==> src/rtl/issue_queue_if.sv <==
// rtl/issue_queue_if.sv - fetch/decode handshake bundle for the issue queue.
interface issue_queue_if #(
    parameter int DATA_W = 64,
    parameter int DEPTH  = 8,
    parameter int WIDTH  = 2
) ();
    logic                         flush;
    logic                         stall;
    logic [WIDTH-1:0]             enq_valid;
    logic [WIDTH*DATA_W-1:0]      enq_data;
    logic                         enq_ready;
    logic [WIDTH-1:0]             deq_valid;
    logic [WIDTH*DATA_W-1:0]      deq_data;
    logic [$clog2(WIDTH+1)-1:0]   deq_take;
    logic [$clog2(DEPTH+1)-1:0]   count;
    logic                         full;
    logic                         empty;

    modport master (
        output flush, stall, enq_valid, enq_data, deq_take,
        input  enq_ready, deq_valid, deq_data, count, full, empty
    );

    modport slave (
        input  flush, stall, enq_valid, enq_data, deq_take,
        output enq_ready, deq_valid, deq_data, count, full, empty
    );
endinterface

==> src/rtl/issue_queue.sv <==
// rtl/issue_queue.sv - multi-slot in-order instruction buffer between fetch and decode.
// Define ISSUE_QUEUE_BYPASS_EN to present enqueued slots on an empty queue in the same cycle.
module issue_queue #(
    parameter int DATA_W = 64,
    parameter int DEPTH  = 8,
    parameter int WIDTH  = 2
) (
    input  logic          clk,
    input  logic          rst,
    issue_queue_if.slave  bus
);
    localparam int PTR_W = $clog2(DEPTH);
    localparam int CNT_W = $clog2(DEPTH + 1);
    localparam int TK_W  = $clog2(WIDTH + 1);

    logic [PTR_W-1:0]        rd_ptr_q, rd_ptr_d;
    logic [PTR_W-1:0]        wr_ptr_q, wr_ptr_d;
    logic [CNT_W-1:0]        count_q, count_d;
    logic [DATA_W-1:0]       mem_q [DEPTH];
    logic [DATA_W-1:0]       mem_d [DEPTH];

    logic                    enq_ready;
    logic                    run;
    logic                    bypass;
    logic [TK_W-1:0]         n_enq;
    logic [TK_W-1:0]         n_vis;
    logic [TK_W-1:0]         n_deq;
    logic [WIDTH-1:0]        deq_valid;
    logic [WIDTH*DATA_W-1:0] deq_data;

    // Only the unbroken run of valid slots from slot 0 is accepted.
    always_comb begin
        enq_ready = (CNT_W'(DEPTH) - count_q) >= CNT_W'(WIDTH);
        n_enq     = '0;
        run       = enq_ready;
        for (int i = 0; i < WIDTH; i++) begin
            if (run && bus.enq_valid[i]) begin
                n_enq = n_enq + TK_W'(1);
            end else begin
                run = 1'b0;
            end
        end
    end

    always_comb begin
        bypass = 1'b0;
`ifdef ISSUE_QUEUE_BYPASS_EN
        bypass = (count_q == '0) && !bus.flush;
`endif
        n_vis = (count_q >= CNT_W'(WIDTH)) ? TK_W'(WIDTH) : TK_W'(count_q);
        if (bypass) begin
            n_vis = n_enq;
        end
        deq_valid = '0;
        deq_data  = '0;
        for (int i = 0; i < WIDTH; i++) begin
            if (TK_W'(i) < n_vis) begin
                deq_valid[i] = 1'b1;
                deq_data[i*DATA_W +: DATA_W] = bypass ? bus.enq_data[i*DATA_W +: DATA_W]
                                                      : mem_q[rd_ptr_q + PTR_W'(i)];
            end
        end
        n_deq = bus.stall ? '0 : ((bus.deq_take < n_vis) ? bus.deq_take : n_vis);
    end

    // Bypassed entries are written like any other; rd_ptr simply steps over the taken ones.
    always_comb begin
        rd_ptr_d = rd_ptr_q + PTR_W'(n_deq);
        wr_ptr_d = wr_ptr_q + PTR_W'(n_enq);
        count_d  = count_q + CNT_W'(n_enq) - CNT_W'(n_deq);
        mem_d    = mem_q;
        for (int i = 0; i < WIDTH; i++) begin
            if ((TK_W'(i) < n_enq) && !bus.flush) begin
                mem_d[wr_ptr_q + PTR_W'(i)] = bus.enq_data[i*DATA_W +: DATA_W];
            end
        end
        if (bus.flush) begin
            rd_ptr_d = '0;
            wr_ptr_d = '0;
            count_d  = '0;
        end
    end

    always_ff @(posedge clk) begin
        if (rst) begin
            rd_ptr_q <= '0;
            wr_ptr_q <= '0;
            count_q  <= '0;
        end else begin
            rd_ptr_q <= rd_ptr_d;
            wr_ptr_q <= wr_ptr_d;
            count_q  <= count_d;
        end
    end

    always_ff @(posedge clk) begin
        mem_q <= mem_d;
    end

    assign bus.enq_ready = enq_ready;
    assign bus.deq_valid = deq_valid;
    assign bus.deq_data  = deq_data;
    assign bus.count     = count_q;
    assign bus.full      = (count_q == CNT_W'(DEPTH));
    assign bus.empty     = (count_q == '0);
endmodule

==> src/flat_wrapper.sv <==
// flat-port wrapper written by rule: the top's interface ports become plain ports
module issue_queue_flat 
#(
    parameter int DATA_W = 64,
    parameter int DEPTH  = 8,
    parameter int WIDTH  = 2
)
  (clk, rst, bus_flush, bus_stall, bus_enq_valid, bus_enq_data, bus_deq_take, bus_enq_ready, bus_deq_valid, bus_deq_data, bus_count, bus_full, bus_empty);
  issue_queue_if #(.DATA_W(DATA_W), .DEPTH(DEPTH), .WIDTH(WIDTH)) bus_i ();
  input  logic clk;
  input  logic rst;
  input wire logic [$bits(bus_i.flush)-1:0] bus_flush;
  input wire logic [$bits(bus_i.stall)-1:0] bus_stall;
  input wire logic [$bits(bus_i.enq_valid)-1:0] bus_enq_valid;
  input wire logic [$bits(bus_i.enq_data)-1:0] bus_enq_data;
  input wire logic [$bits(bus_i.deq_take)-1:0] bus_deq_take;
  output wire logic [$bits(bus_i.enq_ready)-1:0] bus_enq_ready;
  output wire logic [$bits(bus_i.deq_valid)-1:0] bus_deq_valid;
  output wire logic [$bits(bus_i.deq_data)-1:0] bus_deq_data;
  output wire logic [$bits(bus_i.count)-1:0] bus_count;
  output wire logic [$bits(bus_i.full)-1:0] bus_full;
  output wire logic [$bits(bus_i.empty)-1:0] bus_empty;
  assign bus_i.flush = bus_flush;
  assign bus_i.stall = bus_stall;
  assign bus_i.enq_valid = bus_enq_valid;
  assign bus_i.enq_data = bus_enq_data;
  assign bus_i.deq_take = bus_deq_take;
  assign bus_enq_ready = bus_i.enq_ready;
  assign bus_deq_valid = bus_i.deq_valid;
  assign bus_deq_data = bus_i.deq_data;
  assign bus_count = bus_i.count;
  assign bus_full = bus_i.full;
  assign bus_empty = bus_i.empty;
  issue_queue #(.DATA_W(DATA_W), .DEPTH(DEPTH), .WIDTH(WIDTH)) u_core (.clk(clk), .rst(rst), .bus(bus_i));
endmodule
==> config.mk <==
export PLATFORM = sky130hd
export DESIGN_NAME = issue_queue_flat
export DESIGN_NICKNAME = d
export VERILOG_FILES = /design/src/rtl/issue_queue_if.sv /design/src/rtl/issue_queue.sv /design/src/flat_wrapper.sv
export SDC_FILE = /design/constraint.sdc
export NUM_CORES = 2
export LEC_CHECK = 0
export ABC_AREA = 1
export CAP_MARGIN = 20
export CELL_PAD_IN_SITES_DETAIL_PLACEMENT = 0
export CELL_PAD_IN_SITES_GLOBAL_PLACEMENT = 1
export CORE_MARGIN = 1
export CORE_UTILIZATION = 44
export DETAILED_ROUTE_END_ITERATION = 10
export PLACE_DENSITY_LB_ADDON = 0.1
export SYNTH_ARGS = -nofsm -noshare
export SYNTH_HDL_FRONTEND = slang
export SYNTH_SLANG_ARGS = --single-unit
export TNS_END_PERCENT = 50
==> constraint.sdc <==
create_clock -name clk -period 5.6 [get_ports clk]
set_clock_uncertainty 0.05 [all_clocks]
set_input_delay 1.12 -clock clk [delete_from_list [all_inputs] [get_ports clk]]
set_output_delay 1.12 -clock clk [all_outputs]
set_load 0.1 [all_outputs]
# Word-level counts from Yosys, hierarchy flattened
# Cells that the tools add are included.
# Widths: inputs -> output; s select.
dict set report word_totals {
  wordCells 70
  out_inout_bits 137
  inputBits 136
  register_bits 522
}
dict set report classes {
  n_eq_ne 1
  n_addsub 8
  mux 24
  order_cmp 13
  bitwise_logic 4
  reduce_logical 9
}
# op n
set op_table {}
lappend op_table {{$bwmux 512} 2}
lappend op_table {{$mux 512} 2}
lappend op_table {{$mux 64} 8}
lappend op_table {{$bmux 64 s3} 2}
lappend op_table {{$demux 64 s3} 2}
lappend op_table {{$ge 4x4->1 const B} 4}
lappend op_table {{$not 3->4} 4}
lappend op_table {{$ge 4x2->1 const B} 2}
lappend op_table {{$lt 1x2->1 const A} 4}
lappend op_table {{$lt 4x1->1 const B} 2}
lappend op_table {{$mux 2} 4}
lappend op_table {{$add 3x1->3 const B} 2}
lappend op_table {{$add 3x2->3} 2}
lappend op_table {{$logic_and 1x1->1} 6}
lappend op_table {{$add 4x2->4} 1}
lappend op_table {{$eq 4x4->1 const B} 1}
lappend op_table {{$logic_not 4->1} 1}
lappend op_table {{$mux 1} 4}
lappend op_table {{$sub 4x2->4} 1}
lappend op_table {{$sub 4x4->4 const A} 1}
lappend op_table {{$add 1x1->2 const B} 1}
lappend op_table {{$lt 2x2->1} 1}
lappend op_table {{$reduce_or 2->1} 1}
lappend op_table {{$logic_not 1->1} 1}

# Logic depth before layout (Yosys ltp)
dict set report depth {
  word_depth 11
  ltp_mapped 19
  depth_no_buf 17
}

# Worst setup path before layout
# No wires, ideal clock.
dict set report synth_timing {
  path_kind {register -> output}
  start {register u_core.count_q[2], in the netlist u_core.bus.count[2]}
  end {output port bus_deq_data[118]}
  stages_incl_launch_ff 9
  arrival_time_ns 4.227
  path_buffers 1
  slack_ns 0.203
  t_required_ns 4.430
  cell_sequence {dfxtp_1 > inv_1 > ha_1 > nand3_1 > nor2_1 > inv_1 > clkbuf_1 > nand2_1 > nor2_1}
}
dict set report synth_via {
  elab_chain_cells 4
}
# element line_no
set synth_lines {}
lappend synth_lines {{from (decl)} issue_queue.sv:18} ;# logic [CNT_W-1:0] count_q, count_d;
lappend synth_lines {{from (signal assigned)} issue_queue.sv:92} ;# count_q <= count_d;
lappend synth_lines {{$ge 4x2->1} issue_queue.sv:50} ;# n_vis = (count_q >= CNT_W'(WIDTH)) ? TK_W'(WIDTH) : TK_W'(count_q);
lappend synth_lines {{$mux 2} issue_queue.sv:50}
lappend synth_lines {{$lt 1x2->1} issue_queue.sv:57} ;# if (TK_W'(i) < n_vis) begin
lappend synth_lines {{$mux 64} issue_queue.sv:57}
lappend synth_lines {{to (decl)} flat_wrapper.sv:19} ;# output wire logic [$bits(bus_i.deq_data)-1:0] bus_deq_data;
# Every way passes these cells.

# Worst setup path in the final report
dict set report layout_timing {
  start {register u_core.rd_ptr_q[1]}
  end {output port bus_deq_data[99]}
}
dict set report layout_via {
  elab_chain_cells 6
}
# element line_no
set layout_lines {}
lappend layout_lines {{from (decl)} issue_queue.sv:16} ;# logic [PTR_W-1:0] rd_ptr_q, rd_ptr_d;
lappend layout_lines {{from (signal assigned)} issue_queue.sv:90} ;# rd_ptr_q <= rd_ptr_d;
lappend layout_lines {{$add 3x1->3} issue_queue.sv:60} ;# : mem_q[rd_ptr_q + PTR_W'(i)];
lappend layout_lines {{$not 3->4 (not written as such)} issue_queue.sv:60}
lappend layout_lines {{$bmux 64 s3} issue_queue.sv:60}
lappend layout_lines {{$mux 64 (not written as such) (2 in a row)} issue_queue.sv:60}
lappend layout_lines {{$mux 64} issue_queue.sv:57}
# Every way passes these cells. The select of a mux whose other input is x is not followed.

==> results by group <==
Timing
  – Slew at the pin closest to its max-slew limit: 1.20 ns
  – Period minus WS final: 4.97 ns
  – Endpoints failing setup: 0
  – Rel. slew slack: 20.2%
  – Fmax: 201 MHz
  – Setup TNS: 0 ns
  – Final worst-path cycle share: 88.7%
  – Final Hold Vio Count: 0
  – RSZ-0062 raised after global routing: false
  – Slew Limit Fails: 0

Synthesis
  – Post-synthesis cell area: 34500 um^2
  – Syn nets: 6340
  – Avg Cell Area, Syn: 5.57 um^2
  – Synthesized flop and latch total: 522
  – Synth Area in Compound Gates: 17.3%
  – Synth Instances: 6183
  – Synth area leaders: dfxtp_1, nand2_1, nor2_1, a21oi_1, inv_1
  – Synth Area in Adders: 0.850%
  – Post-synthesis simple-gate area fraction: 39.2%
  – Largest family of logic cells by synthesized area: simple AND/OR/NAND/NOR gates
  – Ys flop type: dfxtp_1
  – Synth area leader: dfxtp_1
  – Mux share of post-synthesis cell area: 0%
  – Seq/Total Area, Yosys: 30.3%
  – Post-synth top cells: nand2_1, nor2_1, a21oi_1
  – XOR/XNOR Fraction of Synth Area: 0.102%
  – Synth top area share: 30.3%
  – Netlist cell types: 28
  – Post-synth EDFFs: 0
  – Async set or reset register ratio after synthesis: 0%
  – Most frequent cell after synthesis: nand2_1
  – Yosys warning count: 0

Hold path
  – Hold Path Class: reg -> reg

CTS
  – CTS root buf: clkbuf_16
  – Clk sink count: 522
  – CTS tree: built
  – CTS buffer count: 66
  – Clock Latency Late Sink: 0.61 ns
  – Setup Fix Bufs, Post-CTS: 0
  – Reg clk slew, reported paths: 0.06 ns
  – CTS Hold Bufs: 0
  – H-tree depth: 3
  – Clock Path Buffers: 3
  – Post-CTS Resized: 0

Die
  – Core Area: 77500 um^2
  – # rows: 102
  – Die ar.: 79400 um^2
  – Die height: 282 um
  – Boundary Pins: 273
  – Die Wd: 282 um
  – Initial Util: 44.5%

Global routing
  – Initial antenna violation count: 3
  – GRT busiest layer: met2
  – Total gr overflow: 0
  – Routing usage on met2: 61.7%
  – Grt met1 use: 51.5%
  – GRT Total Usage: 38.6%
  – Largest net degree at the start of global routing: 207
  – Number of global-route vias before repair: 36552
  – First-pass GRT wire length: 232000 um
  – Global routing met3 resource utilization: 5.83%

Power and ir drop
  – Power Dens Cells: 627 nW/um^2
  – VDD IR max: 0.967 mV
  – LEAKAGE: 20.3 nW

Placed design
  – Port Buf Inserts: 272
  – DP Wirelength: 88200 um
  – Area after DPL: 38100 um^2
  – GPL Wtd Cong: 0.873

Drt
  – Via Count: 40189
  – Wire length per cell: 21.8 um
  – Final Routed Wirelength: 157000 um
  – Via/cell ratio: 5.57
  – Pre-antenna DRT Iters: 6
  – DRT iter0 DRCs: 4711
  – Antenna-violating nets left: 0
  – DRC violation count after routing: 0

Worst setup path
  – FF-to-FF setup slack: 1.64 ns
  – Worst reg2reg path endpoint: u_core.mem_q[343]
  – Worst r2r path cells: 15
  – Data arrival, critical path: 3.80 ns
  – Crit path capture: bus_deq_data[99]
  – R2R Path Start: u_core.bus.count[1]
  – CP Capture Type: primary output
  – Crit Path Class: reg -> out
  – Crit path from: u_core.rd_ptr_q[1]
  – Critical Path Source Type: register
  – CP required: 4.43 ns
  – Crit path max fanout: 61

Finish
  – Fraction of layout cells with a size suffix above 1: 6.62%
  – Number of fill cells in the layout: 8186
  – Area growth, synth to finish: 16.5%
  – NumNets Final: 6287
  – Layout Cell Area excl Fill: 40200 um^2

Job
  – Max Cap Viol: 0

Run status
  – Status: finished clean
-- power by group --
group | switching [mW] | total (mW) | internal, mW | leakage [nW]
Sequential | 0.466 | 5.07 | 4.60 | 4.29
Clock | 1.78 | 4.20 | 2.42 | 0.994
Combinational | 11.7 | 15.9 | 4.23 | 15.0
-- worst max-delay path, stage by stage (launching register included) --
cell	delay [ns]
dfxtp_4	0.63
ha_4	0.54
inv_4	0.49
buf_12	0.41
o21ai_0	0.18
a21oi_1	0.18
nor2_1	0.07
nor2_1	0.38
buf_12	0.23
-- per-layer routing --
layer	vias up	wire length, um
li1	19130	-
met1	18486	64400
met2	2169	70400
met3	404	15500
met4	0	7110
met5	-	0
-- state kept, by name, indices dropped and copies added, names as in the netlist --
signal            count
u_core.rd_ptr_q       3
u_core.bus.count      4
u_core.mem_q        512
u_core.wr_ptr_q       3
-- cell usage in the layout, fill, tap and decap left out, drive strengths merged --
cell and count:
nand3 270, diode 1, clkdlybuf4s50 144, nand2 2044, o21ai 384, clkinv 11
dfxtp 522, inv 604, fa 4, or2 65, o22a 1, clkbuf 107
a21oi 613, o211ai 127, xnor2 2, nand4 43, nor2 997, xor2 2
ha 17, buf 219
-- how the worst min path moves through the flow --
| stage | from | cells past startpoint | to | slack (ns) |
|---|---|---|---|---|
| after global placement | u_core.mem_q[510] | 4 | u_core.mem_q[510] | 0.49 |
| final | u_core.mem_q[321] | 4 | u_core.mem_q[321] | 0.51 |
| after CTS | u_core.mem_q[383] | 4 | u_core.mem_q[383] | 0.51 |
| after detailed placement | u_core.mem_q[383] | 4 | u_core.mem_q[383] | 0.50 |
| after floorplan | u_core.mem_q[510] | 4 | u_core.mem_q[510] | 0.47 |
| after global routing | u_core.mem_q[345] | 4 | u_core.mem_q[345] | 0.54 |
-- metrics by stage --
step	power (mW)	util, %	hold WS (ns)	cells	worst slack, ns
2_1_floorplan	15.9	-	0.474	6183	0.203
3_3_place_gp	20.9	49.2	0.491	7101	1.36
3_5_place_dp	20.9	49.2	0.500	7102	1.30
4_1_cts	25.1	51.8	0.512	7216	0.637
5_1_grt	26.3	51.8	0.540	7217	0.533
6_report	25.2	51.8	0.515	7217	0.633
-- cells by family (layout without fill, tap and decap cells) --
kind of cell               after synthesis  after routing
adders and majority gates               21             21
buffers and inverters                 1092           1085
AOI/OAI and AO/OA                     1125           1125
and+or+nand+nor                       3419           3419
DFF                                    522            522
xor gates and xnor gates                 4              4
other                                    0              1
-- cell type report --
cell class | instances | area [um^2] | share of cell area (%)
Antenna cell | 1 | 2.50 | 0.00623
Clock buffer | 107 | 1990 | 4.96
Clock inverter | 7 | 38.8 | 0.0966
Inverter | 608 | 2300 | 5.73
Multi-Input combinational cell | 4569 | 20000 | 49.8
Sequential cell | 522 | 10500 | 26.1
Tap cell | 1040 | 1300 | 3.24
Timing Repair Buffer | 363 | 4040 | 10.1
Power figures use the tool's default switching activity.
